--- config.mk ---
export PLATFORM = sky130hd
export DESIGN_NAME = fetch_epoch_filter
export DESIGN_NICKNAME = d
export VERILOG_FILES = /design/src/rtl/fetch_epoch_filter.sv
export SDC_FILE = /design/constraint.sdc
export NUM_CORES = 1
export LEC_CHECK = 0
export ABC_AREA = 1
export BUFFER_PORTS_ARGS = -buffer_cell sky130_fd_sc_hd__buf_2
export CAP_MARGIN = 10
export CORE_AREA = 2 2 254 256
export DETAILED_ROUTE_END_ITERATION = 12
export DIE_AREA = 0 0 256 258
export SYNTH_ARGS = -nofsm -noshare
export SYNTH_HDL_FRONTEND = slang
export SYNTH_SLANG_ARGS = --single-unit
--- constraint.sdc ---
create_clock -name clk_i -period 15.04 [get_ports clk_i]
set_input_delay 0.752 -clock clk_i [delete_from_list [all_inputs] [get_ports clk_i]]
set_output_delay 0.752 -clock clk_i [all_outputs]
set_load 0.05 [all_outputs]
--- src/rtl/fetch_epoch_filter.sv ---
// rtl/fetch_epoch_filter.sv - epoch-based slot filter with a 2-entry skid FIFO toward the ibuffer
module fetch_epoch_filter #(
    parameter int INSTR_PER_FETCH = 4,
    parameter int ILEN            = 32,
    parameter int PLEN            = 32,
    parameter int FTQ_ID_W        = 3,
    parameter int EPOCH_W         = 3,
    parameter int CNT_W           = 16
) (
    input  logic                                clk_i,
    input  logic                                rst_i,
    input  logic                                flush_i,
    input  logic                                fetch_valid_i,
    output logic                                fetch_ready_o,
    input  logic [INSTR_PER_FETCH*ILEN-1:0]     fetch_instrs_i,
    input  logic [PLEN-1:0]                     fetch_pc_i,
    input  logic [INSTR_PER_FETCH-1:0]          fetch_slot_valid_i,
    input  logic [INSTR_PER_FETCH*PLEN-1:0]     fetch_pred_npc_i,
    input  logic [INSTR_PER_FETCH*FTQ_ID_W-1:0] fetch_ftq_id_i,
    input  logic [INSTR_PER_FETCH*EPOCH_W-1:0]  fetch_epoch_i,
    output logic                                fe_valid_o,
    input  logic                                fe_ready_i,
    output logic [INSTR_PER_FETCH*ILEN-1:0]     fe_instrs_o,
    output logic [PLEN-1:0]                     fe_pc_o,
    output logic [INSTR_PER_FETCH-1:0]          fe_slot_valid_o,
    output logic [INSTR_PER_FETCH*PLEN-1:0]     fe_pred_npc_o,
    output logic [INSTR_PER_FETCH*FTQ_ID_W-1:0] fe_ftq_id_o,
    output logic [INSTR_PER_FETCH*EPOCH_W-1:0]  fe_fetch_epoch_o,
    output logic [EPOCH_W-1:0]                  cur_epoch_o,
    output logic [CNT_W-1:0]                    drop_cnt_o
);
    localparam int IW   = INSTR_PER_FETCH * ILEN;
    localparam int NW   = INSTR_PER_FETCH * PLEN;
    localparam int FW   = INSTR_PER_FETCH * FTQ_ID_W;
    localparam int EW   = INSTR_PER_FETCH * EPOCH_W;
    localparam int PC_W = $clog2(3 * INSTR_PER_FETCH + 1);

    logic [EPOCH_W-1:0]         cur_epoch_q;
    logic [CNT_W-1:0]           drop_cnt_q;
    logic [1:0]                 count_q;
    logic                       wr_ptr_q;
    logic                       rd_ptr_q;
    logic [IW-1:0]              instrs_q     [2];
    logic [PLEN-1:0]            pc_q         [2];
    logic [INSTR_PER_FETCH-1:0] slot_valid_q [2];
    logic [NW-1:0]              pred_npc_q   [2];
    logic [FW-1:0]              ftq_id_q     [2];
    logic [EW-1:0]              epoch_q      [2];

    logic [INSTR_PER_FETCH-1:0] survive;
    logic                       acc;
    logic                       push;
    logic                       pop;
    logic [PC_W-1:0]            inc;
    logic [CNT_W:0]             cnt_sum;

    function automatic logic [PC_W-1:0] popcnt(input logic [INSTR_PER_FETCH-1:0] v);
        logic [PC_W-1:0] n;
        n = '0;
        for (int k = 0; k < INSTR_PER_FETCH; k++) begin
            n = n + PC_W'(v[k]);
        end
        return n;
    endfunction

    // Slots survive only if tagged with the epoch in force before any same-cycle flush.
    always_comb begin
        survive = '0;
        for (int k = 0; k < INSTR_PER_FETCH; k++) begin
            survive[k] = fetch_slot_valid_i[k] &&
                         (fetch_epoch_i[k*EPOCH_W +: EPOCH_W] == cur_epoch_q);
        end
    end

    assign fetch_ready_o = (count_q != 2'd2);
    assign fe_valid_o    = (count_q != 2'd0);
    assign acc           = fetch_valid_i & fetch_ready_o;
    assign push          = acc & (|survive) & ~flush_i;
    assign pop           = fe_valid_o & fe_ready_i & ~flush_i;

    // A flush discards the incoming packet and everything still buffered.
    always_comb begin
        inc = '0;
        if (flush_i) begin
            if (acc) begin
                inc = popcnt(fetch_slot_valid_i);
            end
            if (count_q != 2'd0) begin
                inc = inc + popcnt(slot_valid_q[rd_ptr_q]);
            end
            if (count_q == 2'd2) begin
                inc = inc + popcnt(slot_valid_q[~rd_ptr_q]);
            end
        end else if (acc) begin
            inc = popcnt(fetch_slot_valid_i & ~survive);
        end
    end

    assign cnt_sum = {1'b0, drop_cnt_q} + (CNT_W+1)'(inc);

    always_ff @(posedge clk_i) begin
        if (rst_i) begin
            cur_epoch_q <= '0;
            drop_cnt_q  <= '0;
            count_q     <= '0;
            wr_ptr_q    <= 1'b0;
            rd_ptr_q    <= 1'b0;
        end else begin
            drop_cnt_q <= cnt_sum[CNT_W] ? {CNT_W{1'b1}} : cnt_sum[CNT_W-1:0];
            if (flush_i) begin
                cur_epoch_q <= cur_epoch_q + 1'b1;
                count_q     <= '0;
                wr_ptr_q    <= 1'b0;
                rd_ptr_q    <= 1'b0;
            end else begin
                if (push) begin
                    wr_ptr_q <= ~wr_ptr_q;
                end
                if (pop) begin
                    rd_ptr_q <= ~rd_ptr_q;
                end
                count_q <= count_q + {1'b0, push} - {1'b0, pop};
            end
        end
    end

    always_ff @(posedge clk_i) begin
        if (push) begin
            instrs_q[wr_ptr_q]     <= fetch_instrs_i;
            pc_q[wr_ptr_q]         <= fetch_pc_i;
            slot_valid_q[wr_ptr_q] <= survive;
            pred_npc_q[wr_ptr_q]   <= fetch_pred_npc_i;
            ftq_id_q[wr_ptr_q]     <= fetch_ftq_id_i;
            epoch_q[wr_ptr_q]      <= fetch_epoch_i;
        end
    end

    assign fe_instrs_o      = instrs_q[rd_ptr_q];
    assign fe_pc_o          = pc_q[rd_ptr_q];
    assign fe_slot_valid_o  = slot_valid_q[rd_ptr_q];
    assign fe_pred_npc_o    = pred_npc_q[rd_ptr_q];
    assign fe_ftq_id_o      = ftq_id_q[rd_ptr_q];
    assign fe_fetch_epoch_o = epoch_q[rd_ptr_q];
    assign cur_epoch_o      = cur_epoch_q;
    assign drop_cnt_o       = drop_cnt_q;
endmodule
==> impl_metrics.py, run 1 <==
metrics = {
    "drt": {
        "drc": 0,
        "antenna_left": 0,
        "wl_per_cell_microns": 20.6,
        "drt-initial-drc-count": 958,
        "totalWireLength_microns": 59600,
        "routed_via_density": 4.74,
        "num_vias": 13745,
        "drtPass1Iterations": 5,
    },
    "power_and_ir_drop": {
        "ir_worst_vdd_mv": 0.0985,
        "power.density_nw_per_um2": 128,
        "p_total_mw": 4.00,
        "p_leak_nw": 11.7,
    },
    "timing": {
        "setup_ws_ps": 9270,
        "period_minus_slack_ps": 5770,
        "slew_viol_final": 0,
        "fmax_mhz": 173,
        "worst_slew_margin_rel_pct": 21.0,
        "setup_violations": 0,
        "hold_viol": 0,
        "tightestPinTransition_ps": 1190,
        "clock_skew_ps": 26.7,
        "rsz0062_at_grt": "false",
        "fin_crit_sh_pct": 38.4,
        "setup_tns_ps": 0,
    },
    "setup_path": {
        "worst-path-max-fanout": 62,
        "reg2reg_depth": 23,
        "critPathRequiredTime_ps": 15540,
        "crit_arrival_ps": 6270,
        "worst-r2r-setup-slack_ps": 9270,
        "critPathKind": "reg2reg",
        "reg2reg_to": "drop_cnt_o[15]",
        "end_kind": "flip-flop",
        "startpoint_type": "flip-flop",
    },
    "finish": {
        "multi_input_area_sq_um": 4870,
        "final_common_cell": "buf_2",
        "drive_gt1_share_pct": 54.1,
        "final_cell_mix": "buf_2 (657), edfxtp_1 (632), mux2_2 (312)",
        "seq_area_sq_um": 19500,
        "syn2layout_area_growth_pct": 26.5,
        "nFillCells": 5487,
        "fin_nets": 2326,
    },
    "yosys": {
        "avgSynthCellArea_sq_um": 19.3,
        "syn_inst": 1282,
        "ys_types": 34,
        "yosysTopAreaCellShare_pct": 76.7,
        "synth_seq_cells": 656,
        "synth_nets": 1625,
        "ys_seq_area_share_pct": 78.6,
        "yosys-top-cells-area": "edfxtp_1 (77%), mux2_2 (14%), dfxtp_1 (1.9%)",
        "synth_top_area_cell": "edfxtp_1",
        "syn-cell-area_sq_um": 24700,
        "yosysWarnings": 0,
    },
    "grt": {
        "grt_overflow": 0,
        "grt_pass1_wl_microns": 87400,
        "antenna_found_initial": 14,
        "grt_max_degree": 154,
        "grt_usage_pct": 17.5,
        "grt_pass1_vias": 14192,
    },
    "hold_path": {
        "hold-path-cell-count": 1,
        "min_from": "fetch_ftq_id_i[8]",
        "min_to": "ftq_id_q[1][8]",
        "hold_class": "in2reg",
    },
    "clocking": {
        "clkTransAtPathRegs_ps": 60,
        "ctsResizeCount": 0,
        "postCtsSetupBuffers": 0,
        "cts_buffers": 71,
        "cts_root_buf": "clkbuf_16",
        "clockBufferDepth": 3,
        "cts_sinks": 656,
        "clk-insertion-delay-late_ps": 600,
        "ctsHoldBuffers": 0,
        "cts_tree": "built",
        "ctsHtreeMaxLevel": 3,
    },
    "run": {
        "maxCapViolCount": 0,
    },
    "placed_design": {
        "port_buffers": 657,
        "finalWeightedCongestion": 0.829,
        "pre_cts_slack_ps": 9170,
        "dp_hpwl_microns": 41600,
    },
    "die": {
        "die_x_microns": 256,
        "start_util_pct": 38.9,
        "pin_count": 658,
        "dieArea_sq_um": 66000,
        "core_area_sq_um": 63600,
        "die_y_microns": 258,
        "row_count": 93,
    },
    "run_status": {
        "outcome": "finished, final reports clean",
    },
}
[cell usage after synthesis, drive strengths merged]
| master | n |
|---|---|
| fa | 9 |
| ha | 13 |
| nand4 | 6 |
| nor4 | 1 |
| nand3 | 18 |
| nor3b | 1 |
| xnor2 | 7 |
| o21ai | 22 |
| a21oi | 22 |
| inv | 62 |
| o32a | 1 |
| nor2 | 19 |
| nand2 | 80 |
| or2 | 1 |
| dfxtp | 24 |
| xor2 | 8 |
| nand3b | 2 |
| edfxtp | 632 |
| buf | 36 |
| mux2 | 312 |
| nor3 | 2 |
| o211ai | 1 |
| clkbuf | 3 |
[critical path, stage by stage (launching register included)]
cell and delay, ps:
dfxtp_4 820, buf_4 770, o21ai_0 340, fa_1 600, o21ai_1 120, fa_1 570, inv_1 60, fa_1 400
inv_1 90, fa_1 410, o21ai_0 170, inv_1 60, o21ai_1 70, nand2_1 110, ha_1 290, nand3_1 70
nand2_1 120, nand2_1 70, o21ai_2 150, nand3_1 120, nand2_1 80, nand3_1 60, nand2_1 70, inv_1 40
[report_power, final]
| group | internal (mW) | leakage, nW | total [mW] | switching, mW |
|---|---|---|---|---|
| clock | 0.984 | 1.10 | 1.69 | 0.705 |
| sequential | 2.04 | 5.90 | 2.05 | 0.00859 |
| combinational | 0.0793 | 4.72 | 0.261 | 0.182 |
| total | 3.10 | 11.7 | 4.00 | 0.896 |
[sequential cells by signal, indices dropped and copies added (netlist names), named ones only]
register / flops
rd_ptr_q: 1
count_q: 2
slot_valid_q: 8
pc_q: 64
instrs_q: 256
ftq_id_q: 24
pred_npc_q: 256
epoch_q: 24
wr_ptr_q: 1
drop_cnt_o: 16
cur_epoch_o: 3
[cells by family (layout without fill, tap and decap cells)]
| logic type | count (synthesis) | in the layout | synth area share [%] |
|---|---|---|---|
| DFF | 656 | 656 | 78.6 |
| other | 0 | 8 | 0 |
| muxes | 312 | 312 | 14.2 |
| adders and majority gates | 22 | 22 | 1.39 |
| buffers and inverters | 101 | 855 | 1.71 |
| and+or+nand+nor | 130 | 130 | 2.49 |
| AOI/OAI and AO/OA | 46 | 46 | 1.04 |
| xor gates and xnor gates | 15 | 15 | 0.531 |
[layer usage]
layer  track usage (%)  up-vias  wire (microns)
li1                  -     6313               -
met1              19.9     6859           22500
met2              30.9      451           31300
met3              5.40      108            4060
met4              6.56       14            1710
met5                 0        -              64
[metrics by stage]
step	util, %	hold slack (ps)	cells	cell area, sq um
finish	49.2	324	2899	31300
global route	49.2	285	2898	31300
CTS	49.1	271	2891	31300
detailed placement	45.6	525	2765	29000
global placement	45.6	499	2765	29000
floorplan	-	495	1282	24700
[how the worst max path moves through the flow]
stage	to	slack [ps]
after floorplan	epoch_q[0][0]	4920
after global placement	drop_cnt_o[15]	9280
after detailed placement	drop_cnt_o[15]	9170
after CTS	drop_cnt_o[15]	9160
after global routing	drop_cnt_o[15]	8850
final	drop_cnt_o[15]	9270
[final cells by class]
| type | instances | area share, % |
|---|---|---|
| flip-flops and latches | 656 | 62.2 |
| multi-input cells | 525 | 15.6 |
| repair buffers | 667 | 10.8 |
| clock buffers | 90 | 5.90 |
| well taps | 855 | 3.42 |
| clock inverters | 36 | 1.33 |
| inverters | 62 | 0.768 |
| diodes | 8 | 0.0640 |
(Power assumes the default switching activity.)
==> run 2: changes to the inputs <==
- clock period: 15.04 -> 4.9 ns (I/O delays scaled with it)
==> impl_metrics.py, run 2 (same netlist as run 1, synthesis figures left out) <==
metrics = {
    "run_status": {
        "outcome": "finished, final reports clean",
    },
    "setup_path": {
        "end_kind": "flip-flop",
        "critPathKind": "reg2reg",
        "crit_top_cell": "fa_1",
        "crit_arrival_ps": 5100,
        "cp_slowest_cell": "fa_1",
        "cp_cell_sequence": "nor2_4 > a21oi_4 > fa_1 > inv_1 > fa_1 > o21ai_2 > fa_1 > inv_2 > fa_2 > inv_2 > fa_1 > o21ai_1 > inv_1 > o21ai_1 > nand2_1 > inv_2 > fa_2 > o21ai_4 > nand2_4 > nor2_8 > nand2_1 > o21ai_1 > a21oi_1",
        "critPathRequiredTime_ps": 5390,
        "crit_path_max_incr_delay_ps": 510,
        "worst-path-max-fanout": 4,
        "startpoint_type": "flip-flop",
    },
    "drt": {
        "num_vias": 14943,
        "routed_via_density": 4.63,
        "wl_per_cell_microns": 19.0,
        "drc": 0,
        "drtPass1Iterations": 5,
        "drt-initial-drc-count": 982,
        "antenna_left": 0,
        "totalWireLength_microns": 61200,
    },
    "finish": {
        "final_common_cell": "buf_2",
        "design_area_sq_um": 34900,
        "final_cell_mix": "buf_2 (657), edfxtp_1 (632), dlygate4sd3_1 (315)",
        "reg_top3": "instrs_q (256), pred_npc_q (256), pc_q (64)",
        "fin_nets": 2653,
        "nFillCells": 5077,
        "syn2layout_area_growth_pct": 40.9,
        "layout.cells.non_filler": 3226,
        "drive_gt1_share_pct": 48.5,
    },
    "placed_design": {
        "place_area_sq_um": 29300,
        "port_buffers": 657,
        "dpl.cell_count": 2772,
        "finalWeightedCongestion": 0.808,
        "dp_hpwl_microns": 40500,
    },
    "hold_path": {
        "hold_class": "in2reg",
    },
    "power_and_ir_drop": {
        "switching_power_mw": 2.83,
        "p_total_mw": 12.7,
        "power.density_nw_per_um2": 365,
        "clockPowerShare_pct": 42.5,
        "seqPwrFrac_pct": 49.3,
        "ir_worst_vdd_mv": 0.397,
        "intPower_mw": 9.90,
        "combPwrFrac_pct": 8.1,
        "p_leak_nw": 13.2,
        "swShare_pct": 22.2,
    },
    "grt": {
        "grt_pass1_vias": 15895,
        "antenna_found_initial": 4,
        "grt_usage_pct": 17.9,
        "grt_overflow": 0,
        "grt_max_degree": 160,
        "grt_pass1_wl_microns": 91700,
    },
    "timing": {
        "slew_viol_final": 0,
        "setup_violations": 0,
        "rsz0062_at_grt": "false",
        "fin_hold_ws_ps": 117,
        "worst_slew_margin_rel_pct": 17.8,
        "tightestPinTransition_ps": 1230,
        "clock_skew_ps": 27.7,
        "hold_viol": 0,
        "fin_crit_sh_pct": 94.1,
        "fmax_mhz": 217,
        "period_minus_slack_ps": 4610,
        "setup_tns_ps": 0,
    },
    "clocking": {
        "cts_sinks": 656,
        "clkTransAtPathRegs_ps": 60,
        "ctsHtreeMaxLevel": 3,
        "cts_root_buf": "clkbuf_16",
        "cts_buffers": 72,
        "clk-insertion-delay-late_ps": 600,
        "clockBufferDepth": 3,
        "cts_tree": "built",
    },
    "die": {
        "start_util_pct": 38.9,
        "die_y_microns": 258,
        "die_x_microns": 256,
        "core_area_sq_um": 63600,
        "row_count": 93,
        "dieArea_sq_um": 66000,
        "pin_count": 658,
    },
    "run": {
        "maxCapViolCount": 0,
    },
}
## run 2: path summary, 6_finish.rpt
kind,start,end,slack [ps],cells after the start
worst max-delay path,slot_valid_q[0][0],drop_cnt_o[14],290,23
worst min-delay path,fetch_slot_valid_i[1],slot_valid_q[0][1],120,3
worst max register to register,slot_valid_q[0][0],drop_cnt_o[14],290,23
worst min register to register,drop_cnt_o[14],drop_cnt_o[14],540,2
## run 2: power by group through the flow
| stage | combinational, mW | clock (mW) | sequential, mW |
|---|---|---|---|
| after floorplan | 0.476 | 0 | 6.43 |
| after global placement | 0.799 | 0 | 6.39 |
| after detailed placement | 0.817 | 0 | 6.39 |
| after CTS | 1.04 | 5.56 | 6.28 |
| after global routing | 1.10 | 5.78 | 6.28 |
| final | 1.04 | 5.41 | 6.28 |
## run 2: area by class of cell
cell class              instances  area [sq um]  area share [%]
inverters                      62           236           0.678
multi-input cells             525          4970            14.3
clock inverters                52           541            1.55
clock buffers                  81          1860            5.33
flip-flops and latches        656         19500            55.9
well taps                     855          1070            3.07
diodes                          2          5.00          0.0144
repair buffers                993          6710            19.3
## run 2: stage by stage
| stage | utilization, % | setup slack (ps) |
|---|---|---|
| 2_1_floorplan | - | -1290 |
| 3_3_place_gp | 46.0 | 105 |
| 3_5_place_dp | 46.0 | 78.2 |
| 4_1_cts | 54.7 | 96.0 |
| 5_1_grt | 54.8 | 23.1 |
| 6_report | 54.8 | 288 |
## run 2: timing repair
| action | CTS | global route |
|---|---|---|
| endpoints found under the setup margin | 0 | 10 |
| setup buffers | 0 | 4 |
| resized for setup | 0 | 8 |
| hold buffers | 315 | 0 |
| hold endpoints to repair | 636 | 0 |
## run 2: per-layer routing
layer | part of all wire [%] | GRT usage, % | routed length [microns]
met4 | 3.0 | 6.34 | 1820
met2 | 52 | 32.0 | 32000
met5 | 0.041 | 0 | 25
met1 | 38 | 20.4 | 23200
met3 | 6.7 | 5.20 | 4070
## run 2: critical path: cells and delay by family, from the launching register on
kind	cells	cell delay (ps)
buf+inv	5	260
compound gates	7	760
simple gates	5	590
fa+ha+maj	6	2460
flops	1	420
